[src/rtl/vga_text_writer.sv]
// Character-terminal front end: turns an ASCII byte stream into 16-bit text VRAM
// cell writes, tracks the hardware cursor, performs line/screen clears and drives the blink clock.
module vga_text_writer #(
  parameter int          COLS      = 80,
  parameter int          ROWS      = 60,
  parameter int          BLINK_DIV = 25000000,
  parameter logic [15:0] BLANK     = 16'h0020
) (
  input  logic        clk,
  input  logic        rstn,
  input  logic        ch_valid,
  output logic        ch_ready,
  input  logic [7:0]  ch_data,
  input  logic [7:0]  ch_attr,
  input  logic        clr_req,
  output logic        vram_we,
  output logic [12:0] vram_addr,
  output logic [15:0] vram_wdata,
  output logic [12:0] cursor,
  output logic        blink,
  output logic        busy
);

  localparam int BW = (BLINK_DIV > 1) ? $clog2(BLINK_DIV) : 1;

  typedef enum logic [1:0] {IDLE, WRITE, LINECLR, CLEAR} state_t;

  state_t          state_q;
  logic [5:0]      row_q;
  logic [6:0]      col_q;
  logic [6:0]      lineCol_q;
  logic            nlPend_q;
  logic            vramWe_q;
  logic [12:0]     vramAddr_q;
  logic [15:0]     vramWdata_q;
  logic [BW-1:0]   blinkCnt_q;
  logic            blink_q;

  logic [5:0]      nextRow_d;
  logic            startClr_d;
  logic            printable_d;

  // row*80+col without a multiplier: row*64 + row*16 + col
  function automatic logic [12:0] cellAddr(input logic [5:0] r, input logic [6:0] c);
    logic [12:0] r13;
    r13 = {7'd0, r};
    return (r13 << 6) + (r13 << 4) + {6'd0, c};
  endfunction

  always_comb begin
    nextRow_d   = (row_q == 6'(ROWS - 1)) ? 6'd0 : row_q + 6'd1;
    startClr_d  = clr_req | (ch_valid & (ch_data == 8'h0C));
    printable_d = (ch_data >= 8'h20) && (ch_data <= 8'h7E);
  end

  assign ch_ready   = (state_q == IDLE) & ~clr_req;
  assign busy       = (state_q != IDLE);
  assign cursor     = {row_q, col_q};
  assign vram_we    = vramWe_q;
  assign vram_addr  = vramAddr_q;
  assign vram_wdata = vramWdata_q;
  assign blink      = blink_q;

  always_ff @(posedge clk) begin
    if (!rstn) begin
      state_q     <= IDLE;
      row_q       <= '0;
      col_q       <= '0;
      lineCol_q   <= '0;
      nlPend_q    <= 1'b0;
      vramWe_q    <= 1'b0;
      vramAddr_q  <= '0;
      vramWdata_q <= '0;
    end else begin
      case (state_q)
        IDLE: begin
          vramWe_q <= 1'b0;
          if (startClr_d) begin
            state_q     <= CLEAR;
            row_q       <= '0;
            col_q       <= '0;
            vramWe_q    <= 1'b1;
            vramAddr_q  <= '0;
            vramWdata_q <= BLANK;
          end else if (ch_valid) begin
            if (printable_d) begin
              state_q     <= WRITE;
              vramWe_q    <= 1'b1;
              vramAddr_q  <= cellAddr(row_q, col_q);
              vramWdata_q <= {ch_attr, 1'b0, ch_data[6:0]};
              // Last column: cursor jumps to the next row now, the row clear follows the write
              if (col_q == 7'(COLS - 1)) begin
                col_q    <= '0;
                row_q    <= nextRow_d;
                nlPend_q <= 1'b1;
              end else begin
                col_q    <= col_q + 7'd1;
                nlPend_q <= 1'b0;
              end
            end else begin
              case (ch_data)
                8'h0A: begin
                  state_q     <= LINECLR;
                  col_q       <= '0;
                  row_q       <= nextRow_d;
                  lineCol_q   <= '0;
                  vramWe_q    <= 1'b1;
                  vramAddr_q  <= cellAddr(nextRow_d, 7'd0);
                  vramWdata_q <= BLANK;
                end
                8'h0D: col_q <= '0;
                8'h08: begin
                  if (col_q != 7'd0) begin
                    state_q     <= WRITE;
                    col_q       <= col_q - 7'd1;
                    nlPend_q    <= 1'b0;
                    vramWe_q    <= 1'b1;
                    vramAddr_q  <= cellAddr(row_q, col_q - 7'd1);
                    vramWdata_q <= BLANK;
                  end
                end
                default: ;
              endcase
            end
          end
        end
        WRITE: begin
          if (nlPend_q) begin
            state_q     <= LINECLR;
            nlPend_q    <= 1'b0;
            lineCol_q   <= '0;
            vramWe_q    <= 1'b1;
            vramAddr_q  <= cellAddr(row_q, 7'd0);
            vramWdata_q <= BLANK;
          end else begin
            state_q  <= IDLE;
            vramWe_q <= 1'b0;
          end
        end
        LINECLR: begin
          if (lineCol_q == 7'(COLS - 1)) begin
            state_q  <= IDLE;
            vramWe_q <= 1'b0;
          end else begin
            lineCol_q  <= lineCol_q + 7'd1;
            vramAddr_q <= vramAddr_q + 13'd1;
          end
        end
        CLEAR: begin
          if (vramAddr_q == 13'(COLS * ROWS - 1)) begin
            state_q  <= IDLE;
            vramWe_q <= 1'b0;
          end else begin
            vramAddr_q <= vramAddr_q + 13'd1;
          end
        end
        default: begin
          state_q  <= IDLE;
          vramWe_q <= 1'b0;
        end
      endcase
    end
  end

  // Blink runs on its own counter so cursor flashing never stalls behind a clear
  always_ff @(posedge clk) begin
    if (!rstn) begin
      blinkCnt_q <= '0;
      blink_q    <= 1'b0;
    end else if (blinkCnt_q == BW'(BLINK_DIV - 1)) begin
      blinkCnt_q <= '0;
      blink_q    <= ~blink_q;
    end else begin
      blinkCnt_q <= blinkCnt_q + 1'b1;
    end
  end

endmodule

[config.mk]
export PLATFORM = sky130hd
export DESIGN_NAME = vga_text_writer
export DESIGN_NICKNAME = d
export VERILOG_FILES = /design/src/rtl/vga_text_writer.sv
export SDC_FILE = /design/constraint.sdc
export NUM_CORES = 1
export LEC_CHECK = 0
export BUFFER_PORTS_ARGS = -buffer_cell sky130_fd_sc_hd__buf_2
export CAP_MARGIN = 30
export CORE_UTILIZATION = 38
export CTS_CLUSTER_SIZE = 24
export DETAILED_ROUTE_END_ITERATION = 7
export GPL_TIMING_DRIVEN = 0
export PLACE_DENSITY = 0.65
export SLEW_MARGIN = 40
export SYNTH_ARGS = -nofsm -noshare
export SYNTH_HDL_FRONTEND = slang
export SYNTH_SLANG_ARGS = --single-unit
[constraint.sdc]
create_clock -name clk -period 6.37 [get_ports clk]
set_input_delay 1.274 -clock clk [delete_from_list [all_inputs] [get_ports clk]]
set_output_delay 1.274 -clock clk [all_outputs]
set_load 0.005 [all_outputs]
# Yosys cells after proc, flatten, opt, wreduce, memory -nomap -nowiden
# Index checks and enable logic that the tools add are counted.
[classes]
addsub = 10
order_cmp = 2
n_eq_ne = 28
muxes = 60
bitwise = 6
n_reduce_logical = 19
[ops]
columns = ["cell", "n"]
rows = [
  ["two-way mux 13 bit", 7],
  ["two-way mux 16 bit", 5],
  ["two-way mux 7 bit", 11],
  ["one-hot mux 16 bit (2 select lines)", 2],
  ["one-hot mux 13 bit (4 select lines)", 1],
  ["two-way mux 6 bit", 6],
  ["== test 8 x 4 -> 1 bit, second input constant", 4],
  ["adder 12 x 10 -> 13 bit", 2],
  ["adder 13 x 7 -> 13 bit", 2],
  ["one-hot mux 13 bit (2 select lines)", 1],
  ["adder 25 x 1 -> 25 bit, second input constant", 1],
  ["== test 25 bit, second input constant", 1],
  ["one-hot mux 7 bit (3 select lines)", 1],
  ["inequality test 2 bit, second input constant", 8],
  ["AND reduction 5 bit", 3],
  ["adder 7 x 1 -> 7 bit, second input constant", 2],
  ["== test 7 bit, second input constant", 2],
  ["two-way mux 2 bit", 7],
  ["one-hot mux 7 bit (2 select lines)", 1],
  ["adder 13 x 1 -> 13 bit, second input constant", 1],
  ["== test 13 bit, second input constant", 1],
  ["two-way mux 1 bit", 13],
  ["inequality test 3 x 2 -> 1 bit, second input constant", 3],
  ["greater-or-equal comparator 8 x 6 -> 1 bit, second input constant", 1],
  ["29 further kinds", 39],
]
[word_totals]
register_bits = 79
input_bits = 20
out_inout_bits = 46
wordCells = 135

# Logic depth before layout (Yosys ltp)
# Gate-level depths: netlist of run 1.
[depth]
depth_word = 8
ltp_mapped = 14
depth_no_buf = 13

# Worst setup path after synthesis of run 1
# OpenSTA, ideal clock, no wires.
[synth_path]
path_kind = "input -> register"
from = "input port ch_data[4]"
to = "register vramAddr_q[5], in the netlist vram_addr[5]"
setup_ps = 71
arrival_ps = 3321
required_ps = 6299
setup_slack_ps = 2979
path_stages = 9
n_path_buf = 2
cell_sequence = "or4_1 buf_2 or4_1 clkbuf_1 mux2i_1 a2111oi_0 a21oi_1 a2bb2oi_1 a21oi_1"
[synth_between]
elab_chain_cells = 6
[synth_rtl]
columns = ["item", "line_no", "rtl"]
rows = [
  ["start, declared", "13", "input logic [7:0] ch_data,"],
  ["greater-or-equal comparator 8 x 6 -> 1 bit (tied with other cells)", "53", "printable_d = (ch_data >= 8'h20) && (ch_data <= 8'h7E);"],
  ["logical AND 1 bit / one-hot mux 13 bit (2 select lines) (equally long branches)", "53, 101", ""],
  ["two-way mux 13 bit", "86", "if (printable_d) begin"],
  ["two-way mux 13 bit", "85", "end else if (ch_valid) begin"],
  ["two-way mux 13 bit", "78", "if (startClr_d) begin"],
  ["one-hot mux 13 bit (4 select lines)", "75", "case (state_q)"],
  ["end signal, assigned", "89", "vramAddr_q <= cellAddr(row_q, col_q);"],
  ["end signal, assigned", "108", "vramAddr_q <= cellAddr(nextRow_d, 7'd0);"],
  ["end signal, assigned", "118", "vramAddr_q <= cellAddr(row_q, col_q - 7'd1);"],
  ["end, declared", "34", "logic [12:0] vramAddr_q;"],
]
# Several ways; a longest one is shown, not always the timed one. The select of a mux whose other input is x is not followed.
# A chain may end at the register's enable or synchronous reset.

# Worst setup path after layout of run 1
[layout_path]
from = "input port ch_data[4]"
to = "register vramWdata_q[3], in the netlist vram_wdata[3]"
[layout_between]
elab_chain_cells = 6
[layout_rtl]
columns = ["item", "line_no", "rtl"]
rows = [
  ["greater-or-equal comparator 8 x 6 -> 1 bit (tied with other cells)", "53", ""],
  ["logical AND 1 bit / one-hot mux 16 bit (2 select lines) (equally long branches)", "53, 101", ""],
  ["two-way mux 16 bit", "86", ""],
  ["two-way mux 16 bit", "85", ""],
  ["two-way mux 16 bit", "78", ""],
  ["one-hot mux 16 bit (2 select lines)", "75", ""],
  ["end signal, assigned", "90", "vramWdata_q <= {ch_attr, 1'b0, ch_data[6:0]};"],
  ["end, declared", "35", "logic [15:0] vramWdata_q;"],
]
# Several ways; a longest one is shown, not always the timed one. The select of a mux whose other input is x is not followed.

==> impl_metrics.csv, run 1 <==
group,metric,value,unit
cells_and_area,drive_above_1_share,13.8,%
setup_path,crit_fanout,10,
drt,dr.pass1.iters,7,
clock_network,cts.sinks,78,
placement,port_buffers,63,
clock_network,cts-resized-gates,0,
setup_path,cp_num_buf_inv,4,
clock_network,cts_hold_buf,0,
timing,hold_viol,0,
logic_synthesis,netlist_area,0.00509,mm^2
placement,routabilityCongestion,0.903,
clock_network,clk_pin_slew,0.06,ns
placement,dp.final_hpwl,10.8,mm
global_routing,grt_overflow,0,
setup_path,crit_slowest_cell,"or4_1",
setup_path,cp.depth,10,
cells_and_area,n_antenna_cell,0,
setup_path,critical_path.endpoint,"vram_wdata[3]$_SDFFE_PN0P_",
cells_and_area,postLayoutCellArea,0.00592,mm^2
logic_synthesis,yosys-top-cells-area,"dfxtp_1, a21oi_1, xnor2_1",
logic_synthesis,avgSynthCellArea,7.73,um^2
global_routing,grt_use_total,21.0,%
global_routing,grt_pass1_wl,23.6,mm
cells_and_area,fillCellCount,1308,
power,peakVddDrop,0.108,mV
clock_network,cts_made_buffers,9,
setup_path,crit_family,"simple AND/OR/NAND/NOR gates",
drt,vias,5162,
floorplan,die_w,118,um
timing,setup_viol_count_final,0,
timing,rsz0062_at_grt,"no",
floorplan,start_util,39.7,%
timing,tns,0,ns
drt,finalWirelength,14.3,mm
setup_path,startpoint,"ch_data[4]",
logic_synthesis,synth_edf_count,0,
setup_path,worstRegToRegCells,12,
logic_synthesis,synth_top_area_share,30.7,%
global_routing,grt_start_max_net_pins,14,
power,switching_share,30.4,%
logic_synthesis,synthArstFlopShare,0,%
hold_path,hold_class,"reg -> reg",
logic_synthesis,synth_seq_area_share,30.7,%
drt,wl_per_cell,15.7,um
clock_network,cts_setup_buffers,0,
drt,ant_nets,0,
power,powerDensity,220,mW/mm^2
setup_path,worstReg2RegStart,"row_q[1]$_SDFFE_PN0P_",
cells_and_area,register_area,0.00156,mm^2
global_routing,grt_pass1_vias,4777,
timing,post-route-period-util,53.6,%
timing,worst_slew_pin_slew,0.726,ns
placement,place_area,0.00563,mm^2
drt,drc,0,
power,p_int,905,uW
clock_network,clock_path_buffers,2,
clock_network,ctsRootBufferMaster,"clkbuf_16",
timing,layout_min_cycle_time,3.41,ns
power,clkPwrFrac,39.8,%
timing,clock_skew,0.00635,ns
logic_synthesis,synth_cell_types,61,
setup_path,start_kind,"primary input",
clock_network,cts_tree,"built",
power,leakagePower,0.00232,uW
floorplan,dieArea,0.0139,mm^2
power,p_comb_share,18.5,%
timing,drv_slew,0,
power,sequentialPowerShare,41.7,%
logic_synthesis,syn_inst,659,
setup_path,required,6.58,ns
outcome,status,"complete, no violations",
setup_path,critPathKind,"in -> reg",
cells_and_area,nNetsFinal,779,
global_routing,antenna_found_initial,0,
cells_and_area,multiInputGateArea,0.00329,mm^2
logic_synthesis,yosysTopAreaCell,"dfxtp_1",
setup_path,regToRegSetupSlack,3.04,ns
setup_path,crit_chain,"buf_2 -> or4_1 -> buf_2 -> nor3_1 -> or2_2 -> clkbuf_1 -> nor3_1 -> clkbuf_1 -> nand3_1 -> a21oi_1",
logic_synthesis,ys_ff_latch,78,
logic_synthesis,ys_warn_count,0,
setup_path,cpPeakStageDelay,0.51,ns
clock_network,insertion_delay,0.35,ns
flow_run,maxCapViolations,0,
floorplan,dieHeight,118,um
drt,via_per_inst,5.67,
cells_and_area,areaGrowthSynthToFinish,16.2,%
setup_path,setup.worst_path.end_class,"flip-flop",
logic_synthesis,syn-num-nets,704,
power,p_sw,395,uW
floorplan,core,0.0128,mm^2
setup_path,rr_endpoint,"vram_addr[11]$_SDFFE_PN0P_",
clock_network,htreeDepth,3,
timing,fmax,293,MHz
floorplan,placementRows,41,
floorplan,ios,66,
setup_path,crit_arrival,3.62,ns
timing,relSlewSlack,51.2,%
drt,drt_iter0_drc,410,
logic_synthesis,ys.flop_type,"dfxtp_1",
[cell usage after synthesis, drive strengths merged, types with 7 or more instances]
cell	n
nor2	73
dfxtp	78
xnor2	32
ha	21
o21ai	25
a21oi	60
nor2b	7
xor2	27
nor3	18
and3	14
a31oi	7
buf	9
nand3	51
nor4	11
clkbuf	32
nand2b	10
inv	21
o221ai	7
nand2	64
a221oi	10
[power by group through the flow]
stage          Combinational [uW]  Sequential, uW  Clock (uW)
3_3_place_gp                  231             551           0
4_1_cts                       236             541         527
6_report                      241             543         517
3_5_place_dp                  234             552           0
2_1_floorplan                 156             546           0
5_1_grt                       264             546         548
[worst reg2reg max path: cells and delay by family, from the launching register on]
kind            cells  cell delay [ns]
simple gates        3             0.60
buf+inv             1             0.13
fa+ha+maj           2             0.72
flops               1             0.66
compound gates      6             1.15
[cell type report]
| cell class | instances | area share, % |
|---|---|---|
| buffer | 41 | 2.83 |
| tap | 172 | 3.63 |
| clock inverter | 5 | 0.993 |
| sequential | 78 | 26.4 |
| inverter | 21 | 1.33 |
| clock buffer | 11 | 3.93 |
| multi-input combinational | 519 | 55.5 |
| timing repair buffer | 64 | 5.41 |
[stage by stage]
| stage | setup slack [ns] | total power (uW) | utilization, % | hold WS, ns | instances |
|---|---|---|---|---|---|
| 2_1_floorplan | 2.98 | 702 | - | 0.430 | 659 |
| 3_3_place_gp | 2.62 | 782 | 43.9 | 0.438 | 894 |
| 3_5_place_dp | 2.64 | 786 | 43.9 | 0.445 | 895 |
| 4_1_cts | 3.00 | 1300 | 46.2 | 0.452 | 911 |
| 5_1_grt | 2.78 | 1360 | 46.2 | 0.472 | 911 |
| 6_report | 2.96 | 1300 | 46.2 | 0.455 | 911 |
[placed cells by master, fill, tap and decap left out, types with 7 or more instances in the layout]
| master | n |
|---|---|
| nor2_1 | 73 |
| and3_1 | 14 |
| a31oi_1 | 7 |
| ha_1 | 21 |
| a21oi_1 | 60 |
| nor4_1 | 10 |
| nor2b_1 | 7 |
| nand2b_1 | 10 |
| nand3_1 | 51 |
| nand2_1 | 64 |
| clkbuf_1 | 34 |
| clkbuf_16 | 9 |
| o21ai_1 | 7 |
| nor3_1 | 17 |
| xor2_1 | 27 |
| inv_1 | 21 |
| dfxtp_1 | 78 |
| a221oi_1 | 10 |
| o21ai_0 | 17 |
| buf_2 | 72 |
| xnor2_1 | 32 |
[flip-flops by register name (all words and copies together) (netlist names)]
name / cells
nlPend_q: 1
row_q: 6
blink: 1
lineCol_q: 7
vram_wdata: 15
col_q: 7
state_q: 2
vram_addr: 13
blinkCnt_q: 25
vram_we: 1
[how the worst min path moves through the flow]
stage	startpoint	end	slack, ns	depth (start not counted)
floorplan	blinkCnt_q[0]$_SDFF_PP0_	blinkCnt_q[0]$_SDFF_PP0_	0.43	1
global placement	vram_wdata[4]$_SDFFE_PN0P_	vram_wdata[4]$_SDFFE_PN0P_	0.44	2
detailed placement	vram_wdata[8]$_SDFFE_PN0P_	vram_wdata[8]$_SDFFE_PN0P_	0.45	2
CTS	vram_wdata[8]$_SDFFE_PN0P_	vram_wdata[8]$_SDFFE_PN0P_	0.45	2
global route	vram_wdata[12]$_SDFFE_PN0P_	vram_wdata[12]$_SDFFE_PN0P_	0.47	2
finish	vram_wdata[8]$_SDFFE_PN0P_	vram_wdata[8]$_SDFFE_PN0P_	0.45	2
[metal layers]
layer	GRT usage (%)	wire length [um]	up-vias	part of all wire, %
met5	0	0	-	0
met4	9.86	394	0	2.8
met3	5.14	1080	23	7.6
met2	31.3	6150	204	43
met1	28.3	6680	2426	47
li1	-	-	2509	-
[cells by family after synthesis]
group,synth area share [%]
other,0.0736
DFF,30.7
AOI/OAI and AO/OA,19.3
adders and majority gates,6.73
and+or+nand+nor,27.5
buffers and inverters,4.84
xor gates and xnor gates,10.1
muxes,0.811
(Power assumes the default switching activity.)
==> inputs of run 2 (changes only) <==
==> constraint.sdc (replaced) <==
create_clock -name clk -period 3.3 [get_ports clk]
set_input_delay 0.66 -clock clk [delete_from_list [all_inputs] [get_ports clk]]
set_output_delay 0.66 -clock clk [all_outputs]
set_load 0.005 [all_outputs]
==> run 2 against run 1 <==
Net effect: design area increased by 0.38%; sequential power increased by 93%; largest cell class unchanged; critical path depth increased by 2; wire length decreased by 0.31%; largest power group unchanged; global-route usage unchanged; hold slack about the same; non-clock buffer count unchanged; cell count unchanged; sequential cell count unchanged; power increased by 93%; critical endpoint is now vram_addr[8]$_SDFFE_PN0P_.
==> impl_metrics.csv, run 2 (synthesized netlist as in run 1, its figures left out) <==
group,metric,value,unit
outcome,status,"complete, no violations",
cells_and_area,areaGrowthSynthToFinish,16.7,%
power,powerDensity,422,mW/mm^2
cells_and_area,layoutNonFillerInstCount,911,
global_routing,grt_use_total,21.0,%
timing,clock_skew,0.00634,ns
clock_network,clk_pin_slew,0.06,ns
placement,dp_cells,895,
power,leakagePower,0.00233,uW
cells_and_area,final_common_cell,"dfxtp_1",
floorplan,core,0.0128,mm^2
global_routing,grt_start_max_net_pins,14,
drt,finalWirelength,14.3,mm
drt,dr.pass1.iters,5,
clock_network,clock_path_buffers,2,
setup_path,startpoint,"row_q[1]$_SDFFE_PN0P_",
clock_network,cts.sinks,78,
setup_path,crit_fanout,12,
clock_network,htreeDepth,3,
cells_and_area,nNetsFinal,779,
hold_path,hold_start,"vram_wdata[8]$_SDFFE_PN0P_",
placement,dp.final_hpwl,10.8,mm
drt,ant_nets,0,
cells_and_area,largest_reg_flops,25,
timing,post-route-period-util,94.2,%
floorplan,placementRows,41,
drt,vias,5170,
floorplan,ios,66,
setup_path,crit_arrival,3.34,ns
setup_path,worstReg2RegStart,"row_q[1]$_SDFFE_PN0P_",
cells_and_area,final_cell_mix,"dfxtp_1, nor2_1, buf_2",
timing,setup_viol_count_final,0,
placement,routabilityCongestion,0.903,
timing,drv_slew,0,
cells_and_area,postLayoutCellArea,0.00594,mm^2
setup_path,setup.worst_path.end_class,"flip-flop",
timing,fmax,322,MHz
floorplan,dieArea,0.0139,mm^2
clock_network,cts_made_buffers,9,
floorplan,dieHeight,118,um
setup_path,critPathKind,"reg -> reg",
setup_path,required,3.53,ns
timing,worst_slew_pin_slew,0.745,ns
floorplan,die_w,118,um
cells_and_area,fillCellCount,1307,
flow_run,maxCapViolations,0,
setup_path,crit_chain,"ha_1 -> and4_1 -> a21oi_1 -> ha_1 -> inv_1 -> fa_1 -> nor2b_1 -> nor3_1 -> a211oi_1 -> a211oi_1 -> a221oi_1 -> a21oi_1",
placement,port_buffers,63,
clock_network,cts_tree,"built",
clock_network,insertion_delay,0.35,ns
timing,relSlewSlack,49.9,%
clock_network,cts_hold_buf,0,
global_routing,grt_overflow,0,
cells_and_area,top_register,"blinkCnt_q",
setup_path,start_kind,"flip-flop",
cells_and_area,drive_above_1_share,14.9,%
setup_path,cpPeakStageDelay,0.41,ns
timing,tns,0,ns
cells_and_area,n_antenna_cell,0,
hold_path,hold_class,"reg -> reg",
timing,layout_min_cycle_time,3.11,ns
global_routing,antenna_found_initial,0,
timing,rsz0062_at_grt,"no",
global_routing,grt_pass1_vias,4777,
timing,hold_viol,0,
global_routing,grt_pass1_wl,23.6,mm
drt,drt_iter0_drc,430,
drt,drc,0,
setup_path,crit_slowest_cell,"dfxtp_2",
drt,wl_per_cell,15.7,um
placement,place_area,0.00563,mm^2
floorplan,start_util,39.7,%
power,peakVddDrop,0.209,mV
clock_network,ctsRootBufferMaster,"clkbuf_16",
drt,via_per_inst,5.68,
-- run 2: cell counts in the layout (fill, tap and decap cells not counted) --
No cell type changed its count.
-- run 2: layout make-up --
| class | count | area [um^2] | area share (%) |
|---|---|---|---|
| Timing Repair Buffer | 64 | 320 | 5.39 |
| Sequential cell | 78 | 1560 | 26.3 |
| Clock buffer | 11 | 233 | 3.92 |
| Tap cell | 172 | 215 | 3.62 |
| Clock inverter | 5 | 58.8 | 0.989 |
| Buffer | 41 | 170 | 2.86 |
| Multi-Input combinational cell | 519 | 3300 | 55.6 |
| Inverter | 21 | 78.8 | 1.33 |
-- run 2: what timing repair did --
action / 4_1_cts / 5_1_grt
resized for setup: 0 / 10
endpoints found under the hold margin: 0 / 0
setup buffers: 0 / 0
endpoints found under the setup margin: 0 / 7
-- run 2: worst paths after layout --
path	end	slack (ns)	cells after the start
worst min register to register	vram_wdata[8]$_SDFFE_PN0P_	0.45	2
worst max-delay path	vram_addr[8]$_SDFFE_PN0P_	0.19	12
worst min-delay path	vram_wdata[8]$_SDFFE_PN0P_	0.45	2
worst max register to register	vram_addr[8]$_SDFFE_PN0P_	0.19	12
-- run 2: worst max-delay path, delay by kind of cell, from the launching register on --
family	cells	cell delay [ns]
buffers and inverters	1	0.05
AOI/OAI and AO/OA	5	1.10
and+or+nand+nor	3	0.50
adders and majority gates	3	0.93
DFF	1	0.41
-- run 2: where the power goes --
group          internal [uW]  total, uW  switching [uW]
sequential               988       1050            59.1
clock                    588        999             411
combinational            173        464             291
total                   1750       2510             761
-- run 2: stage by stage --
step / total power [uW] / worst slack, ns / util [%] / hold slack, ns
4_1_cts: 2520 / 0.0507 / 46.2 / 0.452
2_1_floorplan: 1360 / 0.523 / - / 0.430
6_report: 2510 / 0.191 / 46.3 / 0.455
3_5_place_dp: 1520 / 0.0913 / 43.9 / 0.445
5_1_grt: 2620 / 0.00489 / 46.3 / 0.472
3_3_place_gp: 1510 / 0.162 / 43.9 / 0.438
-- run 2: routing by layer --
layer	global-route usage, %	routed length, um	share of wire, %	vias to the layer above
met3	5.14	952	6.7	27
met5	0	0	0	-
met4	9.86	387	2.7	0
li1	-	-	-	2507
met1	28.3	6750	47	2455
met2	31.3	6170	43	181
==> inputs of run 3 (changes only) <==
==> constraint.sdc (replaced) <==
create_clock -name clk -period 2.9 [get_ports clk]
set_input_delay 0.58 -clock clk [delete_from_list [all_inputs] [get_ports clk]]
set_output_delay 0.58 -clock clk [all_outputs]
set_load 0.005 [all_outputs]
==> run 3 against run 2 <==
Net effect: clock skew hardly changed; design area is 2.2% higher; first-iteration DRC count is 2.8% higher; register-to-register slack worse by 0.06 ns; non-clock buffer count is 1 higher; hold slack hardly changed; via count is 0.95% higher.
==> impl_metrics.csv, run 3 (synthesized netlist as in run 1, its figures left out) <==
group,metric,value,unit
outcome,status,"complete, no violations",
drt,drc,0,
cells_and_area,postLayoutCellArea,0.00607,mm^2
flow_run,maxCapViolations,0,
cells_and_area,layoutNonFillerInstCount,912,
global_routing,grt_pass1_wl,23.6,mm
timing,clock_skew,0.00631,ns
setup_path,crit_slowest_cell,"dfxtp_1",
power,total_power,2870,uW
placement,port_buffers,63,
setup_path,cpPeakStageDelay,0.33,ns
power,powerDensity,472,mW/mm^2
clock_network,htreeDepth,3,
placement,dp.final_hpwl,10.8,mm
floorplan,ios,66,
clock_network,cts_made_buffers,9,
cells_and_area,largest_reg_flops,25,
drt,drt_iter0_drc,442,
timing,setup_viol_count_final,0,
timing,hold_viol,0,
floorplan,core,0.0128,mm^2
setup_path,cp_num_buf_inv,1,
floorplan,die_w,118,um
drt,dr.pass1.iters,5,
timing,post-route-period-util,95.3,%
placement,routabilityCongestion,0.903,
setup_path,start_kind,"flip-flop",
timing,layout_min_cycle_time,2.76,ns
setup_path,critPathKind,"reg -> reg",
global_routing,antenna_found_initial,0,
setup_path,required,3.15,ns
cells_and_area,nNetsFinal,780,
power,leakagePower,0.00237,uW
clock_network,clk_pin_slew,0.06,ns
cells_and_area,final_cell_mix,"dfxtp_1, nor2_1, buf_2",
drt,wl_per_cell,15.9,um
drt,finalWirelength,14.5,mm
cells_and_area,n_antenna_cell,0,
cells_and_area,final_common_cell,"dfxtp_1",
setup_path,setup.worst_path.end_class,"flip-flop",
clock_network,insertion_delay,0.35,ns
global_routing,grt_pass1_vias,4786,
placement,place_area,0.00563,mm^2
cells_and_area,areaGrowthSynthToFinish,19.2,%
setup_path,crit_arrival,3.02,ns
global_routing,grt_use_total,21.1,%
hold_path,hold_class,"reg -> reg",
setup_path,crit_chain,"clkbuf_2 -> nor2_4 -> nor4b_4 -> xor2_2 -> ha_1 -> a21o_1 -> a21oi_2 -> nor3b_1 -> xnor2_1 -> a21oi_1 -> o21ai_0 -> a221oi_1",
global_routing,grt_start_max_net_pins,14,
timing,whs,0.455,ns
floorplan,dieHeight,118,um
timing,rsz0062_at_grt,"no",
global_routing,grt_overflow,0,
power,peakVddDrop,0.238,mV
timing,drv_slew,0,
floorplan,start_util,39.7,%
cells_and_area,finish.utilization,47.4,%
timing,fmax,362,MHz
cells_and_area,top_register,"blinkCnt_q",
placement,dp_cells,895,
setup_path,crit_family,"compound AO/OA/AOI/OAI gates",
drt,ant_nets,0,
floorplan,dieArea,0.0139,mm^2
floorplan,placementRows,41,
drt,vias,5219,
timing,relSlewSlack,49.7,%
drt,via_per_inst,5.72,
clock_network,clock_path_buffers,2,
timing,worst_slew_pin_slew,0.749,ns
clock_network,cts_hold_buf,0,
clock_network,cts_tree,"built",
setup_path,crit_fanout,10,
clock_network,cts.sinks,78,
cells_and_area,drive_above_1_share,17.7,%
clock_network,ctsRootBufferMaster,"clkbuf_16",
==> run 3: changes by cell type in the layout (fill, tap and decap cells not counted), sizes merged <==
| cell | previous run | this run |
|---|---|---|
| buf | 73 | 76 |
| clkbuf | 43 | 41 |
==> run 3: final timing paths <==
check	to	cells after the start	start	slack [ns]
worst max-delay path	vram_addr[9]$_SDFFE_PN0P_	12	col_q[3]$_SDFFE_PN0P_	0.14
worst min-delay path	vram_wdata[8]$_SDFFE_PN0P_	2	vram_wdata[8]$_SDFFE_PN0P_	0.45
worst max register to register	vram_addr[9]$_SDFFE_PN0P_	12	col_q[3]$_SDFFE_PN0P_	0.14
worst min register to register	vram_wdata[8]$_SDFFE_PN0P_	2	vram_wdata[8]$_SDFFE_PN0P_	0.45
==> run 3: what timing repair did <==
action,CTS,global route
setup buffers,1,0
endpoints found under the hold margin,0,0
setup endpoints to repair,8,7
resized for setup,19,27
==> run 3: tightest hold or removal path, cell delays in order (launching register included) <==
cell and delay [ns]:
dfxtp_1 0.31, nand2_1 0.05, a21oi_1 0.05
==> run 3: report_power, final <==
| part | leakage (uW) | switching, uW | internal (uW) |
|---|---|---|---|
| sequential | 0.000635 | 69.4 | 1120 |
| combinational | 0.00160 | 336 | 205 |
| clock | 0.000136 | 466 | 669 |
| total | 0.00237 | 871 | 2000 |
==> run 3: final cells by class <==
class	instances	area (um^2)
Timing Repair Buffer	65	328
Sequential cell	78	1570
Multi-Input combinational cell	519	3400
Clock inverter	5	58.8
Inverter	21	78.8
Tap cell	172	215
Clock buffer	11	233
Fill cell	1282	6750
Buffer	41	189
==> run 3: per-layer routing <==
metal / global-route usage (%) / share of wire [%] / vias up
met5: 0 / 0 / -
met4: 10.3 / 3.0 / 0
met3: 5.18 / 7.7 / 32
met2: 31.3 / 43 / 215
met1: 28.3 / 46 / 2460
li1: - / - / 2512
==> run 3: stage by stage <==
step	TNS, ns	worst slack, ns
6_report	0	0.136
5_1_grt	0	0.000936
4_1_cts	0	0.0171
3_5_place_dp	-3.15	-0.309
3_3_place_gp	-2.92	-0.238
2_1_floorplan	0	0.124
